**src/rtl/reg_dest_scoreboard.sv**
```systemverilog
// Destination-register decode for write-back, plus a per-register pending-write
// scoreboard used by the control unit to stall on read-after-write hazards.
module reg_dest_scoreboard #(
  parameter int unsigned REG_BITS = 5,
  parameter int unsigned SEL_W    = 3,
  parameter int unsigned IMM_W    = 16,
  parameter int unsigned SP_REG   = 29,
  parameter int unsigned RA_REG   = 31,
  parameter int unsigned CNT_W    = 2
) (
  input  logic                clk,
  input  logic                reset,
  input  logic [SEL_W-1:0]    dst_sel,
  input  logic [REG_BITS-1:0] rt_field,
  input  logic [REG_BITS-1:0] rd_field,
  input  logic [IMM_W-1:0]    imm_field,
  input  logic                issue_valid,
  output logic                issue_ready,
  input  logic                wb_valid,
  input  logic [REG_BITS-1:0] wb_reg,
  input  logic [REG_BITS-1:0] rs_q,
  input  logic [REG_BITS-1:0] rt_q,
  output logic                rs_busy,
  output logic                rt_busy,
  output logic [REG_BITS-1:0] dst_out,
  output logic                dst_valid,
  output logic                sel_err,
  output logic                wb_err,
  output logic                any_pending
);

  localparam int unsigned NREGS   = 2 ** REG_BITS;
  localparam int unsigned CNT_MAX = (2 ** CNT_W) - 1;

  logic [CNT_W-1:0]    cnt [NREGS];
  logic [REG_BITS-1:0] dec_idx;
  logic                dec_legal;
  logic                accept;
  logic                inc_en;
  logic                wb_hit;
  logic                wb_dec;
  logic [NREGS-1:0]    inc_vec;
  logic [NREGS-1:0]    dec_vec;

  // Upper immediate bits are deliberately discarded by the truncating decode.
  generate
    if (IMM_W > REG_BITS) begin : g_imm_hi
      logic imm_hi_unused;
      assign imm_hi_unused = ^imm_field[IMM_W-1:REG_BITS];
    end
  endgenerate

  // Destination decode
  always_comb begin
    dec_idx   = '0;
    dec_legal = 1'b1;
    case (dst_sel)
      SEL_W'(0): dec_idx = rt_field;
      SEL_W'(1): dec_idx = rd_field;
      SEL_W'(2): dec_idx = REG_BITS'(SP_REG);
      SEL_W'(3): dec_idx = REG_BITS'(RA_REG);
      SEL_W'(4): dec_idx = imm_field[REG_BITS-1:0];
      default:   dec_legal = 1'b0;
    endcase
  end

  // Back-pressure only when a real destination's counter is saturated
  assign issue_ready = !(dec_legal && (dec_idx != '0) && (cnt[dec_idx] == CNT_W'(CNT_MAX)));
  assign accept      = issue_valid && issue_ready;
  assign inc_en      = accept && dec_legal && (dec_idx != '0);
  assign wb_hit      = wb_valid && (wb_reg != '0);
  assign wb_dec      = wb_hit && (cnt[wb_reg] != '0);

  always_comb begin
    inc_vec = '0;
    dec_vec = '0;
    if (inc_en) inc_vec[dec_idx] = 1'b1;
    if (wb_dec) dec_vec[wb_reg]  = 1'b1;
  end

  // Pending counters; register 0 never gets an inc/dec bit so it stays zero
  always_ff @(posedge clk or posedge reset) begin
    if (reset) begin
      cnt <= '{default: '0};
    end else begin
      for (int i = 0; i < NREGS; i++) begin
        if (inc_vec[i] && !dec_vec[i])
          cnt[i] <= cnt[i] + CNT_W'(1);
        else if (dec_vec[i] && !inc_vec[i])
          cnt[i] <= cnt[i] - CNT_W'(1);
      end
    end
  end

  // Registered write-back destination and error pulses
  always_ff @(posedge clk or posedge reset) begin
    if (reset) begin
      dst_out   <= '0;
      dst_valid <= 1'b0;
      sel_err   <= 1'b0;
      wb_err    <= 1'b0;
    end else begin
      dst_valid <= accept && dec_legal;
      sel_err   <= accept && !dec_legal;
      wb_err    <= wb_hit && (cnt[wb_reg] == '0);
      if (accept && dec_legal) dst_out <= dec_idx;
    end
  end

  assign rs_busy = (cnt[rs_q] != '0);
  assign rt_busy = (cnt[rt_q] != '0);

  always_comb begin
    any_pending = 1'b0;
    for (int i = 0; i < NREGS; i++) any_pending = any_pending | (cnt[i] != '0);
  end

endmodule

```
**config.mk**
```make
export PLATFORM = sky130hd
export DESIGN_NAME = reg_dest_scoreboard
export DESIGN_NICKNAME = d
export VERILOG_FILES = /design/src/rtl/reg_dest_scoreboard.sv
export SDC_FILE = /design/constraint.sdc
export NUM_CORES = 1
export LEC_CHECK = 0
export CAP_MARGIN = 10
export CORE_ASPECT_RATIO = 0.8
export CORE_MARGIN = 1.5
export CORE_UTILIZATION = 52
export DETAILED_ROUTE_END_ITERATION = 8
export PLACE_DENSITY = 0.81
export SETUP_SLACK_MARGIN = 0.15
export SLEW_MARGIN = 25
export SYNTH_ARGS = -nofsm -noshare
export SYNTH_HDL_FRONTEND = slang
export SYNTH_SLANG_ARGS = --single-unit
```
**constraint.sdc**
```tcl
create_clock -name clk -period 3.9 [get_ports clk]
set_clock_uncertainty 0.05 [all_clocks]
set_input_delay 0.39 -clock clk [delete_from_list [all_inputs] [get_ports clk]]
set_output_delay 0.39 -clock clk [all_outputs]
set_load 0.05 [all_outputs]
```
==> results of run 1 <==
path summary, 6_finish.rpt:
kind	end	slack, ns	from	cells after the start
worst max-delay path	cnt[11]$_DFFE_PP0P_	0.31	wb_reg[1]	14
worst min-delay path	dst_out[4]$_DFFE_PP0P_	0.43	reset	2
worst max register to register	cnt[11]$_DFFE_PP0P_	0.63	cnt[40]$_DFFE_PP0P_	13
worst min register to register	cnt[27]$_DFFE_PP0P_	0.44	cnt[27]$_DFFE_PP0P_	1
max in group asynchronous	cnt[25]$_DFFE_PP0P_	2.61	reset	3
min in group clk	cnt[27]$_DFFE_PP0P_	0.44	cnt[27]$_DFFE_PP0P_	1
critical path: cells and delay by family:
family          cells  cell delay [ns]
fa+ha+maj           1             0.21
buf+inv             3             0.99
compound gates      2             0.32
xor+xnor            2             0.31
simple gates        5             1.04
mux                 1             0.53
routing by layer:
layer  part of all wire  global-route usage  up-vias
met3              0.098              0.0745       33
li1                   -                   -     2008
met1               0.42               0.389     2193
met4              0.026              0.0935        0
met2               0.46               0.452      232
met5                  0                   0        -
registers in the layout, indices dropped and copies added, names as in the netlist:
register and flops:
sel_err 1, dst_out 5, wb_err 1, dst_valid 1, cnt 64
cell families after synthesis:
family,Yosys count
and+or+nand+nor,219
muxes,54
xor gates and xnor gates,96
buffers and inverters,23
DFF,72
adders and majority gates,32
AOI/OAI and AO/OA,24
other,2
where the power goes:
part	switching (mW)	total, mW	internal, mW	leakage (nW)
registers	0.396	1.49	1.09	0.894
clock network	0.295	0.749	0.453	0.130
logic	0.949	1.84	0.893	1.90
total	1.64	4.08	2.44	2.92
layout make-up:
cell class / count / area, um2
multi-input cells: 427 / 3440
clock buffers: 12 / 256
clock inverters: 1 / 5.00
well taps: 136 / 170
fillers: 764 / 3230
inverters: 9 / 36.3
repair buffers: 97 / 871
flip-flops and latches: 72 / 1800
cell usage in the layout (no fill, tap or decap), types with 2 or more instances in the layout:
cell type and n:
o221ai_1 3, clkbuf_8 2, mux2_4 4, and3_1 3, xnor2_1 32, inv_1 7
mux2_2 6, xor2_1 64, nand4bb_1 3, clkdlybuf4s50_1 43, o211ai_1 2, nor3_2 3
nand2_1 63, or3_1 2, nand2b_1 2, ha_1 32, buf_12 2, mux4_2 28
buf_4 50, dfrtp_1 72, nand4_1 10, o22a_1 3, or3b_2 2, o22ai_1 2
nor3b_1 3, mux2i_1 16, a21oi_1 5, dlymetal6s2s_1 2, nor3_1 19, conb_1 2
nand3_1 8, nor2b_1 6, clkbuf_16 9, nor2_1 85
through the flow:
step / setup slack [ns] / power (mW) / hold WS [ns] / std cells / setup TNS [ns]
after floorplan: 0.572 / 2.70 / 0.406 / 522 / 0
after global placement: 0.0348 / 3.17 / 0.422 / 739 / 0
after detailed placement: -0.126 / 3.28 / 0.431 / 739 / -1.90
after CTS: 0.164 / 4.04 / 0.442 / 752 / 0
after global routing: 0.156 / 4.29 / 0.453 / 754 / 0
final: 0.306 / 4.08 / 0.429 / 754 / 0
timing repair:
action | in CTS | in global routing
endpoints found under the hold margin | 0 | 0
gates resized for setup | 0 | 8
endpoints found under the setup margin | 0 | 33
setup buffers | 0 | 2
==> results.cfg, run 1 <==
[timing]
rsz0062_at_grt = false
hold_violations = 0
setup_violations = 0
period_share = 0.922
max_slew_margin = 0.551
worst_pin_slew_ns = 0.673
fin_crit_ns = 3.59
max_freq_mhz = 278
slew_violations = 0

[floorplan]
rows = 32
io_pins = 60
initial_core_util = 0.544
die_area_mm2 = 0.0109
die_w_um = 116
core_area_mm2 = 0.00981
dieHeight_um = 93.6

[synthesis]
synth_fp_nets = 602
synth_commonest_cells = nor2_1 (85), dfrtp_1 (72), xor2_1 (64)
postSynthCellCount = 522
yosysMostFrequentCell = nor2_1
synth_compound_area_frac = 0.0425
synth_seq_cells = 72
muxShareOfSynthArea = 0.172
yosys_warnings = 0
synth_top_family_by_area = simple AND/OR/NAND/NOR gates
syn_avg_cell_area_um2 = 10.2
ys_async_sr_fraction = 1.00
ys_seq_area_frac = 0.338
synthAdderAreaFrac = 0.0751
synth_top_area_frac = 0.338
synth_top_area_cell = dfrtp_1
yosys-top-cells-area = dfrtp_1 (34%), mux4_2 (12%), xor2_1 (11%)
synthSimpleGateAreaFrac = 0.191
ys.flop_type = dfrtp_1
netlist_area_mm2 = 0.00533
synth.distinct_cells = 50
synth-xor-area-share = 0.158
synth_edf_count = 0

[global_route]
antenna_found_initial = 0
track_usage = 0.288
grt_pass1_vias = 4724
grt-ovfl-total = 0
grt_pass1_wl_um = 23600
grt_max_degree = 33

[final_layout]
fin_nets = 696
area_growth_syn_to_layout_pct = 23.4
final_area_mm2 = 0.00658
drive_gt1_frac = 0.194
antenna_cells = 0
fin_util = 0.671

[clock_network]
hold_buffers = 0
clock_path_buffers = 2
path_clk_slew_ns = 0.06
cts_root_buf = clkbuf_16
cts.sinks = 72
cts_inserted_buffers = 9
htreeDepth = 3
tritoncts = done
clk_latency_ns = 0.33

[drt]
antenna_left = 0
drt_iter0_drc = 371
vias_per_cell = 5.92
post-route-drc-count = 0
firstDrtPassIters = 4
dr_total_vias = 4466
totalWireLength_um = 14500
routedWlPerCell_um = 19.2

[setup_path]
crit_slowest_cell = mux4_2
crit_path_max_incr_delay_ns = 0.53
cpMostUsedCell = xor2_1
endpoint_kind = flip-flop
cp_cell_sequence = clkdlybuf4s50_1 > inv_4 > mux4_2 > o22ai_1 > or4_1 > a21oi_1 > or2_2 > nor3_1 > buf_4 > nand2_1 > ha_1 > xor2_1 > nor2_1 > xor2_1
crit_path_start_kind = input pin
worstPathArrival_ns = 3.80
cp_max_fo = 10
required_ns = 4.10
critical_path_class = input pin to flip-flop

[placed_design]
hpwlAfterDp_um = 11100
gp_congestion = 0.945
io_buffers = 48
dpl_cell_area_mm2 = 0.00627

[outcome]
status = finished, final reports clean

[power]
irDropWorstVdd_uv = 343
powerDensity_mw_per_mm2 = 620
leakagePower_nw = 2.92

[job]
maxCapViolCount = 0

[hold_path]
min_path_type = input pin to async pin
No activity file was read; power rests on OpenSTA's default activity.
==> run 2: changes to the inputs <==
--- a/config.mk
+++ b/config.mk
@@ -7,7 +7,7 @@
 export LEC_CHECK = 0
 export CAP_MARGIN = 10
 export CORE_ASPECT_RATIO = 0.8
-export CORE_MARGIN = 1.5
+export CORE_MARGIN = 2
 export CORE_UTILIZATION = 52
 export DETAILED_ROUTE_END_ITERATION = 8
 export PLACE_DENSITY = 0.81
==> run 2 against run 1 <==
Net effect:
- via count decreased by 1.8%
- sequential power about the same
- first-iteration DRC count decreased by 4.9%
- hold slack improved by 0.0023 ns
- count of clock-buffer cells in the layout increased by 2
- critical path type unchanged
- largest cell class unchanged
==> results.cfg, run 2 (synthesis gave the netlist of run 1 again) <==
[global_route]
grt_pass1_wl_um = 22700
grt_pass1_vias = 4431
grt-ovfl-total = 0
grt_max_degree = 73
track_usage = 0.273
antenna_found_initial = 0

[placed_design]
gp_congestion = 0.952
dpl_cell_area_mm2 = 0.00621
dp.cells = 734
hpwlAfterDp_um = 10200
io_buffers = 48

[final_layout]
final_cell_mix = nor2_1 (85), dfrtp_1 (72), xor2_1 (64)
fill_cells = 780
top_regs = cnt x64, dst_out x5
layout_commonest_cell = nor2_1
final_area_mm2 = 0.00659
area_growth_syn_to_layout_pct = 23.6
fin_nets = 686
drive_gt1_frac = 0.188
layout.cells.non_filler = 751
layout.area.seq_mm2 = 0.00180
largest_register_ffs = 64
multiInputGateArea_mm2 = 0.00345
antenna_cells = 0
regMostFlops = cnt

[job]
maxCapViolCount = 0

[timing]
setup_violations = 0
max_slew_margin = 0.386
hold_violations = 0
slew_violations = 0
max_freq_mhz = 276
whs_ns = 0.432
period_share = 0.930
worst_pin_slew_ns = 0.920
rsz0062_at_grt = false
fin_crit_ns = 3.63

[power]
irDropWorstVdd_uv = 297
leakagePower_nw = 2.91
powerDensity_mw_per_mm2 = 641

[clock_network]
clk_latency_ns = 0.34
clock_path_buffers = 2
tritoncts = done
hold_buffers = 0
cts.sinks = 72
path_clk_slew_ns = 0.06
cts_root_buf = clkbuf_16
cts_inserted_buffers = 9
htreeDepth = 3

[setup_path]
crit_slowest_cell = or3_4
cp_cell_sequence = clkdlybuf4s50_1 > buf_4 > or3b_1 > o221a_1 > or3_4 > o32ai_2 > a2bb2oi_2 > a41oi_4 > nand3_1 > buf_4 > nor2_1 > ha_1 > nor2_1 > xor2_1
crit-reg2reg-capture = cnt[23]$_DFFE_PP0P_
endpoint_kind = flip-flop
crit_path_start_kind = input pin
crit_path_max_incr_delay_ns = 0.43
reg2reg_depth = 12
worstPathArrival_ns = 3.82
crit_family = simple AND/OR/NAND/NOR gates
critical_path_class = input pin to flip-flop
cp.depth = 14
r2r_setup_slack_ns = 0.72
cp_max_fo = 13
crit_end = cnt[23]$_DFFE_PP0P_
crit_path_start = dst_sel[2]
required_ns = 4.10
worst-path-buf-inv = 3
worstReg2RegStart = cnt[44]$_DFFE_PP0P_

[drt]
post-route-drc-count = 0
vias_per_cell = 5.84
totalWireLength_um = 14200
dr_total_vias = 4385
firstDrtPassIters = 5
antenna_left = 0
routedWlPerCell_um = 18.9
drt_iter0_drc = 353

[floorplan]
initial_core_util = 0.527
core_area_mm2 = 0.0101
rows = 33
die_w_um = 117
die_area_mm2 = 0.0111
dieHeight_um = 94.6
io_pins = 60

[hold_path]
min_path_type = flip-flop to flip-flop

[outcome]
status = finished, final reports clean
[run 2: changes by cell type in the layout (fill, tap and decap cells not counted), sizes merged]
cell / change
buf: -10
bufinv: +2
clkbuf: +2
clkdlybuf4s50: +1
clkinv: -1
dlymetal6s2s: -1
[run 2: per-stage QoR]
step / worst slack [ns] / util / total power, mW / TNS, ns
5_1_grt: 0.149 / 0.652 / 4.46 / 0
2_1_floorplan: 0.572 / - / 2.70 / 0
4_1_cts: 0.199 / 0.647 / 4.20 / 0
3_5_place_dp: -0.122 / 0.614 / 3.25 / -1.40
6_report: 0.273 / 0.652 / 4.23 / 0
3_3_place_gp: -0.0393 / 0.614 / 3.16 / -0.239
[run 2: power by group]
part           total (mW)  switching [mW]  internal [mW]
clock               0.928           0.315          0.613
combinational        1.81           0.930          0.883
sequential           1.49           0.394           1.09
total                4.23            1.64           2.59
[run 2: cell type report]
cell class                 count  share of cell area
clock inverter                 2             0.00911
tap                          140              0.0266
inverter                       9             0.00512
clock buffer                  14              0.0416
sequential                    72               0.273
timing repair buffer          87               0.120
multi-input combinational    427               0.524
[run 2: routing by layer]
layer,vias up,part of all wire,global-route usage
met5,-,0,0
met4,0,0.023,0.0892
met3,39,0.089,0.0745
met2,200,0.48,0.433
met1,2154,0.41,0.363
li1,1992,-,-
[run 2: worst min path at each step]
stage | start | endpoint | slack [ns] | depth (start not counted)
final | cnt[31]$_DFFE_PP0P_ | cnt[31]$_DFFE_PP0P_ | 0.43 | 1
after global routing | cnt[33]$_DFFE_PP0P_ | cnt[33]$_DFFE_PP0P_ | 0.45 | 1
after CTS | cnt[31]$_DFFE_PP0P_ | cnt[31]$_DFFE_PP0P_ | 0.43 | 1
after detailed placement | cnt[31]$_DFFE_PP0P_ | cnt[31]$_DFFE_PP0P_ | 0.42 | 1
after global placement | cnt[31]$_DFFE_PP0P_ | cnt[31]$_DFFE_PP0P_ | 0.42 | 1
after floorplan | cnt[29]$_DFFE_PP0P_ | cnt[29]$_DFFE_PP0P_ | 0.41 | 1
[run 2: repair_timing]
item,CTS,global route
resized for setup,0,8
setup endpoints to repair,0,39
buffers inserted,0,1
